<file path="src/rtl/main_function_multibuf.sv">
// N-bank producer/consumer channel: the producer fills and commits whole banks,
// and the consumer reads committed banks in order and then releases them.
module main_function_multibuf #(
    parameter int DataWidth    = 32,
    parameter int AddressWidth = 3,
    parameter int BufferCount  = 3,
    parameter int IndexWidth   = 2
) (
    input  logic                    clk,
    input  logic                    reset,

    input  logic                    i_ce,
    input  logic                    i_write,
    output logic                    i_full_n,
    input  logic                    i_ce0,
    input  logic                    i_we0,
    input  logic [AddressWidth-1:0] i_address0,
    input  logic [DataWidth-1:0]    i_d0,
    output logic [DataWidth-1:0]    i_q0,

    input  logic                    t_ce,
    input  logic                    t_read,
    output logic                    t_empty_n,
    input  logic                    t_ce0,
    input  logic                    t_we0,
    input  logic [AddressWidth-1:0] t_address0,
    input  logic [DataWidth-1:0]    t_d0,
    output logic [DataWidth-1:0]    t_q0,

    output logic [IndexWidth:0]     count
);

    localparam int BankDepth = 2 ** AddressWidth;
    localparam int Depth     = BufferCount * BankDepth;

    localparam logic [IndexWidth-1:0] LastIdx    = IndexWidth'(BufferCount - 1);
    localparam logic [IndexWidth:0]   AlmostFull = (IndexWidth + 1)'(BufferCount - 1);
    localparam logic [IndexWidth:0]   OneBank    = (IndexWidth + 1)'(1);

    // Only pointer values 0..BufferCount-1 are ever used, so the core holds exactly
    // BufferCount banks even when that count is not a power of two.
    logic [DataWidth-1:0] mem [Depth];

    logic [IndexWidth-1:0] iptr_reg;
    logic [IndexWidth-1:0] tptr_reg;
    logic [IndexWidth-1:0] iptr_next;
    logic [IndexWidth-1:0] tptr_next;
    logic [IndexWidth:0]   count_reg;
    logic                  full_n_reg;
    logic                  empty_n_reg;
    logic [DataWidth-1:0]  i_q_reg;
    logic [DataWidth-1:0]  t_q_reg;

    logic push;
    logic pop;
    logic i_rd;
    logic i_wr;
    logic t_rd;
    logic t_wr;

    logic [IndexWidth+AddressWidth-1:0] i_addr_phys;
    logic [IndexWidth+AddressWidth-1:0] t_addr_phys;

    assign push = i_ce & i_write & full_n_reg;
    assign pop  = t_ce & t_read & empty_n_reg;

    assign i_rd = i_ce0 & ~i_we0;
    assign i_wr = i_ce0 & i_we0;
    assign t_rd = t_ce0 & ~t_we0;
    assign t_wr = t_ce0 & t_we0;

    assign i_addr_phys = {iptr_reg, i_address0};
    assign t_addr_phys = {tptr_reg, t_address0};

    // Explicit wrap so the ring length is BufferCount rather than 2**IndexWidth.
    assign iptr_next = (iptr_reg == LastIdx) ? '0 : iptr_reg + 1'b1;
    assign tptr_next = (tptr_reg == LastIdx) ? '0 : tptr_reg + 1'b1;

    always_ff @(posedge clk) begin
        if (i_wr) begin
            mem[i_addr_phys] <= i_d0;
        end
        if (t_wr) begin
            mem[t_addr_phys] <= t_d0;
        end
    end

    // Read registers sample the array before this edge's writes land: read-old-data.
    always_ff @(posedge clk or negedge reset) begin
        if (!reset) begin
            i_q_reg <= '0;
            t_q_reg <= '0;
        end else begin
            if (i_rd) begin
                i_q_reg <= mem[i_addr_phys];
            end
            if (t_rd) begin
                t_q_reg <= mem[t_addr_phys];
            end
        end
    end

    always_ff @(posedge clk or negedge reset) begin
        if (!reset) begin
            iptr_reg    <= '0;
            tptr_reg    <= '0;
            count_reg   <= '0;
            full_n_reg  <= 1'b1;
            empty_n_reg <= 1'b0;
        end else begin
            if (push) begin
                iptr_reg <= iptr_next;
            end
            if (pop) begin
                tptr_reg <= tptr_next;
            end
            if (push && !pop) begin
                count_reg   <= count_reg + 1'b1;
                empty_n_reg <= 1'b1;
                if (count_reg == AlmostFull) begin
                    full_n_reg <= 1'b0;
                end
            end else if (pop && !push) begin
                count_reg  <= count_reg - 1'b1;
                full_n_reg <= 1'b1;
                if (count_reg == OneBank) begin
                    empty_n_reg <= 1'b0;
                end
            end
        end
    end

    assign i_full_n  = full_n_reg;
    assign t_empty_n = empty_n_reg;
    assign count     = count_reg;
    assign i_q0      = i_q_reg;
    assign t_q0      = t_q_reg;

endmodule
</file>
<file path="config.mk">
export PLATFORM = sky130hd
export DESIGN_NAME = main_function_multibuf
export DESIGN_NICKNAME = d
export VERILOG_FILES = /design/src/rtl/main_function_multibuf.sv
export SDC_FILE = /design/constraint.sdc
export NUM_CORES = 1
export LEC_CHECK = 0
export CORE_MARGIN = 3
export CORE_UTILIZATION = 35
export CTS_CLUSTER_SIZE = 20
export DETAILED_ROUTE_END_ITERATION = 8
export GPL_TIMING_DRIVEN = 0
export PLACE_DENSITY = 0.47
export SETUP_SLACK_MARGIN = 0.5
export SLEW_MARGIN = 20
export SYNTH_ARGS = -nofsm -noshare
export SYNTH_HDL_FRONTEND = slang
export SYNTH_SLANG_ARGS = --single-unit
export TNS_END_PERCENT = 1
</file>
<file path="constraint.sdc">
create_clock -name clk -period 5.8 [get_ports clk]
set_clock_uncertainty 0.05 [all_clocks]
set_input_delay 1.45 -clock clk [delete_from_list [all_inputs] [get_ports clk]]
set_output_delay 1.45 -clock clk [all_outputs]
set_load 0.005 [all_outputs]
</file>
### Word-level counts from Yosys, hierarchy flattened

Memory sizes are Yosys's and may differ from the RTL's. A register that Yosys moved wholly into a read port is not among the register bits.
Index checks and enable logic that the tools add are counted.

| word-level totals | value |
|---|---|
| register bits after elaboration | 9 |
| memories | 1 |
| logic and storage cells | 49 |
| output and inout bits | 69 |
| bits of input ports | 80 |
| memory bits (writable) | 768 |

| operators by class | value |
|---|---|
| multiplexer cells | 14 |
| reduce and logical (&&, ||, !) cells | 10 |
| bitwise operators | 10 |
| $add $sub $neg | 4 |
| equal/unequal tests | 5 |

Memory list:

| name | words | width | rd ports | clocked after memory_dff | wr ports | RTL line | RTL |
|---|---|---|---|---|---|---|---|
| mem | 24 | 32 | 2 | 2 | 2 | 42 | `logic [DataWidth-1:0] mem [Depth];` |

Operator list:

| operator | count |
|---|---|
| 1-bit 2-to-1 mux | 10 |
| 1-bit bitwise AND | 8 |
| 3-bit 2-to-1 mux | 2 |
| 2-bit by 1-bit adder with 2-bit output (second input constant) | 2 |
| 2-bit == test (second input constant) | 2 |
| 1-bit logical NOT | 4 |
| 2-bit 2-to-1 mux | 2 |
| 2-bit AND reduction | 2 |
| 2-bit nonzero test | 2 |
| 3-bit by 1-bit adder with 3-bit output (second input constant) | 1 |
| 3-bit by 1-bit == test with 1-bit output (second input constant) | 1 |
| 3-bit by 2-bit == test with 1-bit output (second input constant) | 1 |
| 3-bit by 1-bit subtractor with 3-bit output (second input constant) | 1 |
| 1-bit logical AND | 2 |
| 2-bit by 1-bit != test with 1-bit output (second input constant) | 1 |
| 1-bit inverter | 2 |

### Depth between registers and ports, before layout

| logic depth | value |
|---|---|
| depth after elaboration | 6 |
| gate-level depth with buffers | 8 |
| mapped depth without buffers | 6 |

### Least setup slack after synthesis

Ideal clock, no wire load.

| timing | value |
|---|---|
| kind | input -> register |
| start point | in i_address0[1] |
| end point | mem mem[12][0] (enable) |
| arrival time | 4.826 ns |
| required time | 5.284 ns |
| buffers on the path | 4 |
| stages on the path | 6 |
| path slack | 0.458 ns |
| setup time | 0.466 ns |
| cells stage by stage | buf_2 buf_4 buf_4 buf_2 or3_1 o21ai_0 |

RTL lines:

| element | RTL line | RTL |
|---|---|---|
| start: declaration | 17 | `input logic [AddressWidth-1:0] i_address0,` |
| end: declaration | 42 |  |

==> results.cfg <==
[route]
wl_per_cell_um = 45.07
via_per_inst = 6.631
ant_nets = 0
wirelength_mm = 249.0
drcViolationCount = 0
drtIter0Drc = 5664
firstDrtPassIters = 6
routed-via-count = 36640

[cells_and_area]
largest-register = mem
fillers = 12280
area_growth_pct = 20.01
finalInstanceArea_mm2 = 0.05802
drive_gt1_frac = 0.3928
largest_register_ffs = 768
final_nets = 3737

[pwr]
power_density_mw_per_mm2 = 265.5
combPwrFrac = 0.121
power.internal_mw = 11.37
switchingPower_mw = 4.036
p_leak_nw = 20.04
total_power_mw = 15.41
switching_share = 0.2620
irDropWorstVdd_mv = 0.2326
p_seq_frac = 0.444
p_clk_frac = 0.435

[timing]
max_slew_margin = 0.1305
drv_slew = 0
holdWs_ps = 484.2
finalCriticalPeriod_ps = 5174
finalCritPeriodShare = 0.8921
hold_viol = 0
setup_tns_ps = 0
rsz0062_at_grt = false
final-setup-viol-count = 0
fmax_mhz = 193.3
worst_slew_pin_slew_ps = 1304

[clocking]
cts.repair.resized = 0
path_clk_slew_ps = 60
h-tree-depth = 3
cts.sinks = 841
cts_tree = done
ctsHoldBuffers = 0
cts_made_buffers = 103
post-cts-setup-buffers = 0
cts_buffer_depth = 3
clk_latency_ps = 760
root_buffer = clkbuf_16

[logic_synthesis]
synth.area.top_cells = edfxtp_1 48%, mux2_2 18%, mux4_2 8.6%, mux2i_1 8.3%, dfrtp_1 3.7%
yosysTopAreaCell = edfxtp_1
synthArstFlopShare = 0.08680
yosys_warnings = 0
ys_seq_elements = 841
ys.flop_type = edfxtp_1
seq_area_frac_synth = 0.5148
synth_enable_flop_cells = 768
yosysUniqueCellTypes = 47
synth_commonest_cells = 768 x edfxtp_1, 755 x mux2_2, 399 x mux2i_1
synthCells = 3315
syn-num-nets = 3402
synth_area_per_cell_um2 = 14.58
yosys.cell_count.top_type = edfxtp_1
synth_area_mm2 = 0.04835
synth_top_area_share = 0.4770

[floorplan]
io_pins = 149
rows = 135
die_h_um = 377.7
initial_utilization = 0.3547
die-area_mm2 = 0.1426
core_mm2 = 0.1363
die_w_um = 377.7

[grt]
grt_first_pass_wirelength_mm = 326.1
overflow = 0
grt_antenna_before_repair = 13
grt_max_degree = 39
grt_pass1_vias = 36050
grt_usage = 0.3437

[setup_path]
setup.worst_path.class = primary input to register
critPathLaunchType = primary input
required_ps = 6200
cp.arrival_ps = 5570
rrSetupSlack_ps = 1890
cp_max_fo = 11
end_kind = register

[outcome]
outcome = complete, no violations

[hold_path]
hold_class = register to register

[place]
dp_hpwl_mm = 172.2
placed_area_mm2 = 0.05460
io_buffers = 143
gp_routability_congestion = 0.9419

[flow_run]
maxCapViolCount = 0
==> through the flow <==
step	utilization	setup slack (ps)	std cells
after global routing	0.4256	780.8	5522
after global placement	0.3815	-8220	5239
final	0.4256	626.0	5525
after CTS	0.4255	858.0	5520
after floorplan	-	458.2	3315
after detailed placement	0.4005	81.16	5325
==> per-layer routing <==
layer / GRT usage / wire length, um / vias up
met2: 0.5182 / 108700 / 2709
li1: - / - / 13890
met5: 0 / 27 / -
met3: 0.09109 / 26690 / 750
met4: 0.1891 / 16570 / 6
met1: 0.4495 / 97060 / 19280
==> final cells by class <==
type	instances	area [um2]	share of cell area
tap	1781	2228	0.03841
antenna	4	10.01	0.0001725
clock inverter	53	536.8	0.009251
sequential	841	24890	0.4290
inverter	8	30.03	0.0005176
clock buffer	142	2864	0.04936
buffer	390	1998	0.03444
timing repair buffer	230	3661	0.06310
multi-input combinational	2076	21800	0.3758
==> critical path: stages <==
cell	delay [ps]
clkdlybuf4s50_1	580
buf_2	360
nor2_1	700
clkbuf_2	780
nand2_1	440
o22ai_4	590
buf_16	250
buf_16	190
buf_16	170
==> path summary, 6_finish.rpt <==
| check | from | end | cells after the start |
|---|---|---|---|
| min in group asynchronous | reset | t_q0[25] | 1 |
| max in group asynchronous | reset | iptr_reg[0] | 2 |
| hold / removal | t_empty_n | t_empty_n | 1 |
| setup / recovery | i_address0[2] | mem[9][5] | 9 |
| hold reg to reg | t_empty_n | t_empty_n | 1 |
| setup reg to reg | iptr_reg[1] | mem[13][13] | 8 |
==> cells in the final DEF, fill, tap and decap left out, types with 5 or more instances in the layout <==
master	synthesis	layout
o21ai_4	0	7
bufinv_16	0	9
o211ai_1	7	7
nand2_2	5	5
o22ai_4	0	9
clkinv_1	0	12
buf_8	0	6
dfrtp_1	72	72
mux2_1	40	40
inv_1	8	8
clkdlybuf4s50_1	0	142
buf_6	20	22
buf_2	106	107
clkbuf_8	0	14
buf_16	0	70
clkinv_2	0	22
edfxtp_1	768	768
buf_4	45	45
nand2_1	92	92
nor2_4	5	5
o21ai_0	13	6
o21bai_4	0	8
clkbuf_1	212	176
a21oi_1	55	55
mux2i_1	399	399
clkbuf_2	1	62
nor3_4	6	6
mux4_2	185	185
clkbuf_16	0	103
nor2b_1	11	11
ha_1	7	7
a22o_1	31	31
buf_12	0	10
a41oi_1	63	63
nand3_1	101	101
mux2_2	755	755
nor2_1	80	78
a22oi_1	177	177
==> cells by family (layout without fill, tap and decap cells) <==
kind of cell | Yosys count | after routing | synth area share
buffers and inverters | 398 | 823 | 0.04035
AO/OA/AOI/OAI | 365 | 365 | 0.05538
multiplexers | 1379 | 1379 | 0.3540
adder cells (fa/ha/maj) | 7 | 7 | 0.001812
other | 0 | 4 | 0
AND/OR/NAND/NOR | 323 | 323 | 0.03328
XOR/XNOR | 2 | 2 | 0.0003624
flip-flops | 841 | 841 | 0.5148
==> power by group through the flow <==
stage	Clock, mW	Sequential [mW]	Combinational (mW)
after floorplan	0	6.93	0.935
after global placement	0	6.97	1.73
after detailed placement	0	6.97	1.82
after CTS	6.72	6.84	1.83
after global routing	6.94	6.85	1.92
final	6.69	6.84	1.87
(Power assumes the default switching activity.)
